File: src/rtl/blake2_msg_sched.sv
// ---------------------------------------------------------------------------
// blake2_msg_sched
//
// Purpose:
//   Sits in front of the blake2 compression core. It takes a message byte
//   stream (valid/ready) and cuts it into BLOCK_B-byte blocks. It zero-pads
//   the final block and drives the core's byte-wise data interface. It waits
//   out the core's F computation between blocks. It trims the core's digest
//   byte stream to exactly nn bytes.
//
// Ports:
//   clk, reset                clock (rising edge), async active-high reset
//   start_i, empty_i          begin a message (IDLE only); empty_i = zero bytes
//   kk_i, nn_i                key / digest length, latched on start
//   s_valid_i, s_data_i,      message byte stream in
//   s_last_i, s_ready_o
//   data_v_o, data_idx_o,     byte-wise block data to the core
//   data_o, block_first_o,
//   block_last_o
//   ll_o, kk_o, nn_o          running byte count and latched kk/nn to the core
//   h_v_i, h_i                digest byte stream from the core
//   res_valid_o, res_data_o,  trimmed digest stream out
//   res_last_o
//   busy_o                    high whenever a message is in flight
// ---------------------------------------------------------------------------
module blake2_msg_sched #(
    parameter int BLOCK_B = 64,
    parameter int R       = 12,
    parameter int F_GAP   = 8*R+1,
    parameter int LL_W    = 128,
    parameter int KN_W    = 7,
    localparam int IDX_W  = $clog2(BLOCK_B),
    localparam int GAP_W  = $clog2(F_GAP+1)
) (
    input  logic              clk,
    input  logic              reset,
    input  logic              start_i,
    input  logic              empty_i,
    input  logic [KN_W-1:0]   kk_i,
    input  logic [KN_W-1:0]   nn_i,
    input  logic              s_valid_i,
    input  logic [7:0]        s_data_i,
    input  logic              s_last_i,
    output logic              s_ready_o,
    output logic              data_v_o,
    output logic [IDX_W-1:0]  data_idx_o,
    output logic [7:0]        data_o,
    output logic              block_first_o,
    output logic              block_last_o,
    output logic [LL_W-1:0]   ll_o,
    output logic [KN_W-1:0]   kk_o,
    output logic [KN_W-1:0]   nn_o,
    input  logic              h_v_i,
    input  logic [7:0]        h_i,
    output logic              res_valid_o,
    output logic [7:0]        res_data_o,
    output logic              res_last_o,
    output logic              busy_o
);

    typedef enum logic [2:0] {
        S_IDLE,
        S_STREAM,
        S_PAD,
        S_WAIT_F,
        S_WAIT_RES
    } state_t;

    state_t            r_state;
    logic [IDX_W-1:0]  r_idx;
    logic [LL_W-1:0]   r_ll;
    logic [KN_W-1:0]   r_kk;
    logic [KN_W-1:0]   r_nn;
    logic [KN_W-1:0]   r_resCnt;
    logic [GAP_W-1:0]  r_gap;
    logic              r_first;
    logic              r_last;
    logic              r_resDone;

    logic              w_accept;
    logic              w_pad;
    logic              w_idxMax;
    logic              w_resFwd;
    logic              w_resLast;
    logic [IDX_W-1:0]  w_idxNext;

    assign w_accept  = (r_state == S_STREAM) && s_valid_i;
    assign w_pad     = (r_state == S_PAD);
    assign w_idxMax  = (r_idx == IDX_W'(BLOCK_B-1));
    assign w_idxNext = w_idxMax ? '0 : IDX_W'(r_idx + 1'b1);

    // Once the nn-th digest byte has gone out, further core bytes are swallowed.
    assign w_resFwd  = (r_state == S_WAIT_RES) && h_v_i && !r_resDone;
    assign w_resLast = w_resFwd && (KN_W'(r_resCnt + 1'b1) == r_nn);

    // Message bytes are passed through combinationally so an accepted byte
    // reaches the core in the same cycle it is taken from the stream.
    assign s_ready_o     = (r_state == S_STREAM);
    assign data_v_o      = w_accept || w_pad;
    assign data_o        = w_accept ? s_data_i : 8'h00;
    assign data_idx_o    = r_idx;
    assign block_first_o = data_v_o && r_first;
    assign block_last_o  = w_pad || (w_accept && s_last_i);
    assign ll_o          = r_ll;
    assign kk_o          = r_kk;
    assign nn_o          = r_nn;
    assign res_valid_o   = w_resFwd;
    assign res_data_o    = w_resFwd ? h_i : 8'h00;
    assign res_last_o    = w_resLast;
    assign busy_o        = (r_state != S_IDLE);

    // Main sequencer. r_last marks that the block being built is the final
    // one. The WAIT_F exit then either goes to the digest phase or holds the
    // stream off for F_GAP cycles while the core computes F.
    always_ff @(posedge clk or posedge reset) begin
        if (reset) begin
            r_state   <= S_IDLE;
            r_idx     <= '0;
            r_ll      <= '0;
            r_kk      <= '0;
            r_nn      <= '0;
            r_resCnt  <= '0;
            r_gap     <= '0;
            r_first   <= 1'b0;
            r_last    <= 1'b0;
            r_resDone <= 1'b0;
        end else begin
            case (r_state)
                S_IDLE: begin
                    if (start_i) begin
                        r_kk      <= kk_i;
                        r_nn      <= nn_i;
                        r_ll      <= '0;
                        r_idx     <= '0;
                        r_first   <= 1'b1;
                        r_last    <= empty_i;
                        r_resCnt  <= '0;
                        r_resDone <= 1'b0;
                        r_gap     <= '0;
                        r_state   <= empty_i ? S_PAD : S_STREAM;
                    end
                end
                S_STREAM: begin
                    if (s_valid_i) begin
                        r_ll  <= r_ll + 1'b1;
                        r_idx <= w_idxNext;
                        if (s_last_i) begin
                            r_last  <= 1'b1;
                            r_state <= w_idxMax ? S_WAIT_F : S_PAD;
                        end else if (w_idxMax) begin
                            r_state <= S_WAIT_F;
                        end
                    end
                end
                S_PAD: begin
                    r_idx <= w_idxNext;
                    if (w_idxMax) begin
                        r_state <= S_WAIT_F;
                    end
                end
                S_WAIT_F: begin
                    if (r_last) begin
                        r_state <= S_WAIT_RES;
                    end else begin
                        r_first <= 1'b0;
                        if (r_gap == GAP_W'(F_GAP-1)) begin
                            r_gap   <= '0;
                            r_state <= S_STREAM;
                        end else begin
                            r_gap <= r_gap + 1'b1;
                        end
                    end
                end
                S_WAIT_RES: begin
                    if (w_resFwd) begin
                        r_resCnt <= r_resCnt + 1'b1;
                        if (w_resLast) begin
                            r_resDone <= 1'b1;
                        end
                    end
                    if (r_resDone && !h_v_i) begin
                        r_state <= S_IDLE;
                    end
                end
                default: r_state <= S_IDLE;
            endcase
        end
    end

endmodule

File: config.mk
export PLATFORM = sky130hd
export DESIGN_NAME = blake2_msg_sched
export DESIGN_NICKNAME = d
export VERILOG_FILES = /design/src/rtl/blake2_msg_sched.sv
export SDC_FILE = /design/constraint.sdc
export NUM_CORES = 1
export LEC_CHECK = 0
export ABC_AREA = 0
export CORE_MARGIN = 5
export CORE_UTILIZATION = 30
export DETAILED_ROUTE_END_ITERATION = 10
export PLACE_DENSITY_LB_ADDON = 0.12
export SKIP_CTS_REPAIR_TIMING = 1
export SYNTH_ARGS = -nofsm -noshare
export SYNTH_HDL_FRONTEND = slang
export SYNTH_SLANG_ARGS = --single-unit
File: constraint.sdc
create_clock -name clk -period 8.4 [get_ports clk]
set_clock_uncertainty 0.15 [all_clocks]
set_input_delay 0.84 -clock clk [delete_from_list [all_inputs] [get_ports clk]]
set_output_delay 0.84 -clock clk [all_outputs]
set_load 0.005 [all_outputs]
======== Yosys cells after proc, flatten, opt, wreduce, memory -nomap -nowiden ========
Index checks and enable logic that the tools add are counted.
operators by class
  $add $sub $neg .......................... 4
  equal/unequal tests ..................... 15
  multiplexer cells ....................... 36
  reductions and logical operators ........ 25
operators with widths
  cell                     number
  $mux 128                 2
  $pmux 128 s2             1
  $add 128x1->128 const B  1
  $mux 7                   4
  $pmux 7 s2               2
  $mux 3                   7
  $mux 6                   3
  $pmux 6 s3               1
  $mux 8                   2
  $pmux 3 s5               1
  $add 7x1->7 const B      2
  $ne 2x2->1 const B       6
  $reduce_and 3->1         4
  $reduce_and 4->1         3
  $mux 1                   9
  $eq 7x7->1               1
  $eq 7x7->1 const B       1
  $logic_and 1x1->1        7
  $add 6x1->6 const B      1
  $eq 3x2->1 const B       2
  $eq 6x6->1 const B       1
  $pmux 1 s2               3
  $reduce_bool 2->1        3
  $reduce_bool 3->1        2
  9 further kinds          11
word-level totals
  register bits ........................... 168
  logic and storage cells ................. 90

======== Logic depth before layout (Yosys ltp) ========
  depth in word-level cells ............... 7
  mapped depth ............................ 10
  depth with buffers taken out ............ 7

======== Worst setup path before layout ========
OpenSTA, ideal clock, no wires.
  path kind ............................... register to register
  start point ............................. reg r_ll[15], in the netlist ll_o[15]
  end point ............................... reg r_ll[102], in the netlist ll_o[102]
  setup time .............................. 0.077 ns
  data arrival time ....................... 2.966 ns
  data required time ...................... 8.173 ns
  path slack .............................. 5.206 ns
  stages on the path, launching flop included .. 10
  path buffers ............................ 3
  clock period less this slack ............ 3.194 ns
  path through ............................ dfrtp_1 clkbuf_1 nand2_1 or4_4 or4_1 buf_2 or4_1 buf_2 or4_1 a21oi_1
on the way
  word-level cells in the longest chain between the ends .. 3
ends and longest elaborated chain
  element                   line  source
  start: declaration        71    logic [LL_W-1:0] r_ll;
  start signal: assignment  145   r_ll <= r_ll + 1'b1;
  $add 128x1->128           145
  $mux 128                  144   if (s_valid_i) begin
  $pmux 128 s2              128   case (r_state)
Every way passes these cells. The select of a mux whose other input is x is not followed.
A chain may end at the register's enable or synchronous reset.

======== Worst setup path in the final report ========
  start point ............................. in h_v_i
  end point ............................... out res_last_o
on the way
  word-level cells in the longest chain between the ends .. 3
ends and longest elaborated chain
  element                         line  source
  start: declaration              53    input logic h_v_i,
  $logic_and 1x1->1 (2 in a row)  93    assign w_resFwd = (r_state == S_WAIT_RES) && h_v_i && !r_resDone;
  $logic_and 1x1->1               94    assign w_resLast = w_resFwd && (KN_W'(r_resCnt + 1'b1) == r_nn);
  end: declaration                57    output logic res_last_o,
Every way passes these cells.

==> summary.md <==
| Metric | Value |
|---|---|
| Run status | `finished, final reports clean` |
| Maximum clock path buffer count | `2` |
| CTS root buf | `clkbuf_16` |
| CP bufs+invs | `2` |
| Synth async-reset ratio | `100%` |
| Final setup fails | `0` |
| I/O pins | `208` |
| FF/Latch Area | `4200 um^2` |
| Vert. Die Dim | `188 um` |
| Crit Path Class | `in2out` |
| First-pass GRT wire length | `52,100 um` |
| GRT Resource Usage Total | `18.3%` |
| Slew at the pin with the worst max-slew slack | `1.01 ns` |
| Final wirelength | `32,500 um` |
| FMAX | `239 MHz` |
| CP max FO | `8` |
| Clk slew on worst S/H paths | `0.07 ns` |
| Initial core utilization | `30.2%` |
| Critical Path Source Type | `input pin` |
| Total CTS buffers | `17` |
| Layout Nets | `1,317` |
| Multi-input combinational cell area | `5000 um^2` |
| Peak supply drop | `131 uV` |
| Crit-path cells | `clkdlybuf4s50_1 > nor2b_1 > nand3_1 > nor3_1 > nand3_1 > nor4_1 > clkdlybuf4s50_1` |
| Pins Over Slew Limit | `0` |
| DRC | `0` |
| Placed cells | `1,658` |
| CTS tree | `done` |
| H-tree Lvls | `4` |
| Crit end category | `primary output` |
| Die X | `188 um` |
| GP Congestion | `0.819` |
| Slew margin rel. | `32.4%` |
| Fin crit period | `4.18 ns` |
| Worst hold path type | `reg2reg` |
| Worst-Skew Late Latency | `0.44 ns` |
| Final Hold Vio Count | `0` |
| RSZ-0062 raised after global routing | `no` |
| Non-filler cells, final | `1,687` |
| Post-synthesis cell count | `1,086` |
| Antenna viol nets, final | `0` |
| IO buf count | `207` |
| Vias post-DR | `8,947` |
| Core box area | `31,400 um^2` |
| DR pass1 iterations | `5` |
| Crit path DAT | `3.19 ns` |
| Slowest cell on crit path | `clkdlybuf4s50_1` |
| Setup TNS | `0 ns` |
| N_diodes | `0` |
| Post-synth cell types | `59` |
| Syn nets | `1,128` |
| Detailed router's first-iteration violation count | `661` |
| #FFs+latches synth | `168` |
| Leak pwr | `4.97 nW` |
| CP top delay family | `simple AND/OR/NAND/NOR gates` |
| Power Dens Cells | `184 nW/um^2` |
| Total grt overflow | `0` |
| Critical Path RT | `7.41 ns` |
| Synth cell count leaders | `168 x dfrtp_1, 150 x nand2_1, 117 x nor2_1, 78 x nand3_1, 52 x nand4_1` |
| CTS sink count | `168` |
| DR vias/cell | `5.30` |
| Top post-synthesis cells by area | `dfrtp_1 44%, nand2_1 5.9%, nor2_1 4.6%` |
| Post-DP HPWL | `23,500 um` |
| # fillers | `3,191` |
| Die area | `35,200 um^2` |
| Share of layout cells above drive strength 1 | `4.90%` |
| Avg WL per Cell | `19.3 um` |
| Number of global-route vias before repair | `8,604` |
| Synthesis-to-layout area growth | `32.0%` |
| Final period util | `49.8%` |
| Initial antenna violation count | `0` |
| Ys Warns | `0` |
| Top-count cell post-synth | `dfrtp_1` |
| Worst path max stage delay | `0.63 ns` |
| Synth Cell Area | `9480 um^2` |
| # rows | `65` |
| Largest net degree at the start of global routing | `73` |
| Synth top area share | `44.4%` |
| MaxCap Viol Count | `0` |
| Ys flop type | `dfrtp_1` |
| Final hold slack | `0.325 ns` |
| Avg Inst Size Synth | `8.72 um^2` |
| Post-synth EDFFs | `0` |
| Sequential fraction of the synthesis area | `44.4%` |
| Largest area contributor in the netlist | `dfrtp_1` |
## cell usage in the layout, fill, tap and decap left out, drive strengths merged, types with 2 or more instances in the layout
cell type      synthesis  final
nor4b                  4      4
nor3                  41     41
and2                  17     17
o31ai                 14     14
clkbuf                39     19
xnor2                 45     45
nor4                  38     38
mux2i                 18     18
clkinvlp               0      2
ha                     5      5
nor2                 117    117
o21a                   3      3
and3                  33     33
or4                   29     29
clkdlybuf4s50          0    207
buf                    6      8
inv                   19     21
a22o                   3      3
o211ai                 5      5
a31oi                  4      4
nand2                150    150
nand4b                 2      2
clkinv                 0      3
or3                   19     19
a21oi                 36     36
nand4                 57     57
o41ai                  2      2
bufinv                 0      3
and4                  14     14
a41o                   2      2
nand3                 79     79
a21o                   3      3
o21ai                 39     39
dfrtp                168    168
nand2b                23     23
xor2                  39     39
## cell families (layout without fill, tap and decap cells)
group / Yosys count / after routing / synth area share [%]
adders and majority gates: 5 / 5 / 0.660
muxes: 19 / 19 / 2.02
buffers and inverters: 64 / 263 / 3.00
DFF: 168 / 168 / 44.4
AOI/OAI and AO/OA: 119 / 119 / 7.59
xor gates and xnor gates: 84 / 84 / 7.76
and+or+nand+nor: 627 / 627 / 34.6
## final cells by class
type	instances	area share, %
inverters	19	0.610
flip-flops and latches	168	33.6
repair buffers	215	17.0
clock buffers	19	3.62
well taps	402	4.02
clock inverters	10	1.16
multi-input cells	854	39.9
## worst paths after layout
| check | start | to | slack (ns) | depth (start not counted) |
|---|---|---|---|---|
| max in group asynchronous | reset | ll_o[9] | 6.13 | 3 |
| worst max-delay path | h_v_i | res_last_o | 4.22 | 7 |
| worst min-delay path | kk_o[6] | kk_o[6] | 0.33 | 2 |
| min in group asynchronous | reset | ll_o[49] | 0.63 | 2 |
| worst max register to register | ll_o[16] | ll_o[102] | 4.61 | 6 |
| worst min register to register | kk_o[6] | kk_o[6] | 0.33 | 2 |
## metal layers
metal | GRT usage, % | share of wire (%)
met2 | 28.3 | 46
met3 | 3.31 | 4.6
met5 | 0 | 0
met1 | 26.7 | 48
met4 | 3.98 | 1.2
## worst reg2reg max path, cell delays in order (launching register included)
cell and delay, ns:
dfrtp_1 0.47, nand4_1 0.23, or4_4 0.59, or4_1 0.62, or4_1 0.89, or4_1 0.60, a21oi_1 0.15
## through the flow
stage	worst slack, ns	util [%]	area [um^2]	power [mW]
after CTS	4.21	39.9	12500	2.34
final	4.22	39.9	12500	2.31
after global placement	3.92	38.0	11900	1.49
after global routing	4.03	39.9	12500	2.43
after detailed placement	3.88	38.0	11900	1.49
after floorplan	2.86	-	9480	1.24
## report_power, final
part           total (mW)  switching, mW  internal, mW  leakage (nW)
Sequential          0.940         0.0736         0.866          2.31
Combinational       0.526          0.304         0.222          2.37
Clock               0.840          0.358         0.482         0.288
Total                2.31          0.735          1.57          4.97
## registers in the layout, indices dropped and copies added (netlist names)
name and cells:
ll_o 128, kk_o 7, nn_o 7, r_gap 7
r_resCnt 7, data_idx_o 6, r_state 3, r_first 1
r_last 1, r_resDone 1
Power figures use the tool's default switching activity.
==> patch: new RTL, same flow settings <==
Make the reset (`reset`) synchronous in one clocked block. Comments in the files are not updated.
--- a/src/rtl/blake2_msg_sched.sv
+++ b/src/rtl/blake2_msg_sched.sv
@@ -113,5 +113,5 @@
     // one. The WAIT_F exit then either goes to the digest phase or holds the
     // stream off for F_GAP cycles while the core computes F.
-    always_ff @(posedge clk or posedge reset) begin
+    always_ff @(posedge clk) begin
         if (reset) begin
             r_state   <= S_IDLE;
Formal check against the unedited RTL: differs if reset is asserted again (counterexample within 4 cycles, from zero or initial values and one cycle with reset high); with reset held inactive, the same outputs for 4 cycles.
==> patch against the unedited design <==
Cell area fell by 6.8%. Worst setup slack got worse by 0.46 ns. Synthesized area fell by 9.1%. Sequential cell count did not move. Global-route usage fell by 0.38 points. Routed wire length fell by 8.9%. Synthesized cell count rose by 0.28%. Largest cell class unchanged.
Power is not compared: it rests on default switching activity, and its combinational part moved more than twofold at a synthesized area within 25%.
==> patch: results (changes against the unedited design) <==
Final layout
The number of cells in the finished layout apart from fillers came to 1674 (was 1687). The total number of nets in the final design is 1319 (was 1317). The fraction of layout instances using a drive strength above 1 is 0.05504 (was 0.04903).

GRT
The number of global-route vias before repair is 8326 (was 8604). The global-route wire length before repair is 47.44 mm (was 52.08 mm). The largest net degree at the start of global routing is 66 (was 73).

Min path
The hold path startpoint is kk_o[4] (was kk_o[6]). The endpoint with the worst hold slack is kk_o[4] (was kk_o[6]).

Place
The placed wire-length estimate is 21.71 mm (was 23.47 mm). The pre-CTS setup slack was 3.750 ns (was 3.879 ns). The number of cells after detailed placement is 1642 (was 1658). The cell area reported after detailed placement is 0.01105 mm2 (was 0.01191 mm2). The final weighted congestion in routability-driven placement came to 0.8053 (was 0.8187).

Setup path
The critical-path maximum fanout is 15 (was 8). The signal arrival time at the worst endpoint is 3.65 ns (was 3.19 ns). The reg-to-reg startpoint is r_state[0] (was ll_o[16]). The cell family with the largest share of critical-path delay is buffers and inverters (was simple AND/OR/NAND/NOR gates).

The register-to-register path setup slack was 4.60 ns (was 4.61 ns).

Die
The initial core utilization is 0.3017 (was 0.3018).

Logic synthesis
The dominant register cell in the synthesized netlist is sky130_fd_sc_hd__dfxtp_1 (was sky130_fd_sc_hd__dfrtp_1). The fraction of synthesis flops using an asynchronous set or reset pin is 0 (was 1.000). The number of distinct library cell variants in the gate-level netlist after synthesis is 54 (was 59).

The synthesized instance count came to 1089 (was 1086). The sequential fraction of the synthesis area is 0.3905 (was 0.4437).

Status
Status: finished clean (unchanged).

Detailed routing
The total routed wirelength is 29.60 mm (was 32.51 mm).

Timing
The headroom to the max-slew limit came to 0.2623 (was 0.3242).
-- patch: where the power goes --
part	leakage [nW]	internal [mW]	switching, mW	total [mW]
registers	1.36	0.808	0.0162	0.824
clock network	0.296	0.477	0.370	0.848
logic	1.87	0.0686	0.0891	0.158
-- patch: worst reg2reg max path: cells and delay by family, from the launching register on --
family	cells	cell delay, ns
AOI/OAI and AO/OA	2	0.41
DFF	1	0.62
muxes	1	0.34
and+or+nand+nor	3	2.19
-- patch: layer usage --
metal | GRT usage | vias up | share of wire
li1 | - | 4288 | -
met1 | 0.2435 | 4083 | 0.47
met2 | 0.2805 | 241 | 0.45
met3 | 0.05376 | 20 | 0.072
met4 | 0.04054 | 0 | 0.011
met5 | 0 | - | 0
-- patch: cell families after synthesis --
family                     after synthesis  share of synthesized area
DFF                                    168                     0.3905
and+or+nand+nor                        603                     0.3705
adders and majority gates                5                   0.007264
buffers and inverters                   73                    0.03283
muxes                                    1                   0.001162
xor gates and xnor gates               112                     0.1139
AOI/OAI and AO/OA                      127                    0.08383
-- patch: area by class of cell --
type | instances | area [um2]
Fill cell | 3004 | 16890
Multi-Input combinational cell | 848 | 4974
Sequential cell | 168 | 3363
Timing Repair Buffer | 214 | 2125
Tap cell | 384 | 480.5
Clock buffer | 18 | 429.2
Clock inverter | 14 | 185.2
Inverter | 28 | 105.1
-- patch: worst max-delay path by stage --
stage	endpoint	cells past startpoint	startpoint	slack, ns
2_1_floorplan	res_last_o	5	h_v_i	5.45
3_3_place_gp	ll_o[121]	7	s_valid_i	3.85
3_5_place_dp	ll_o[121]	7	s_valid_i	3.75
4_1_cts	res_last_o	7	h_v_i	3.75
5_1_grt	res_last_o	7	h_v_i	3.55
6_report	res_last_o	7	h_v_i	3.76
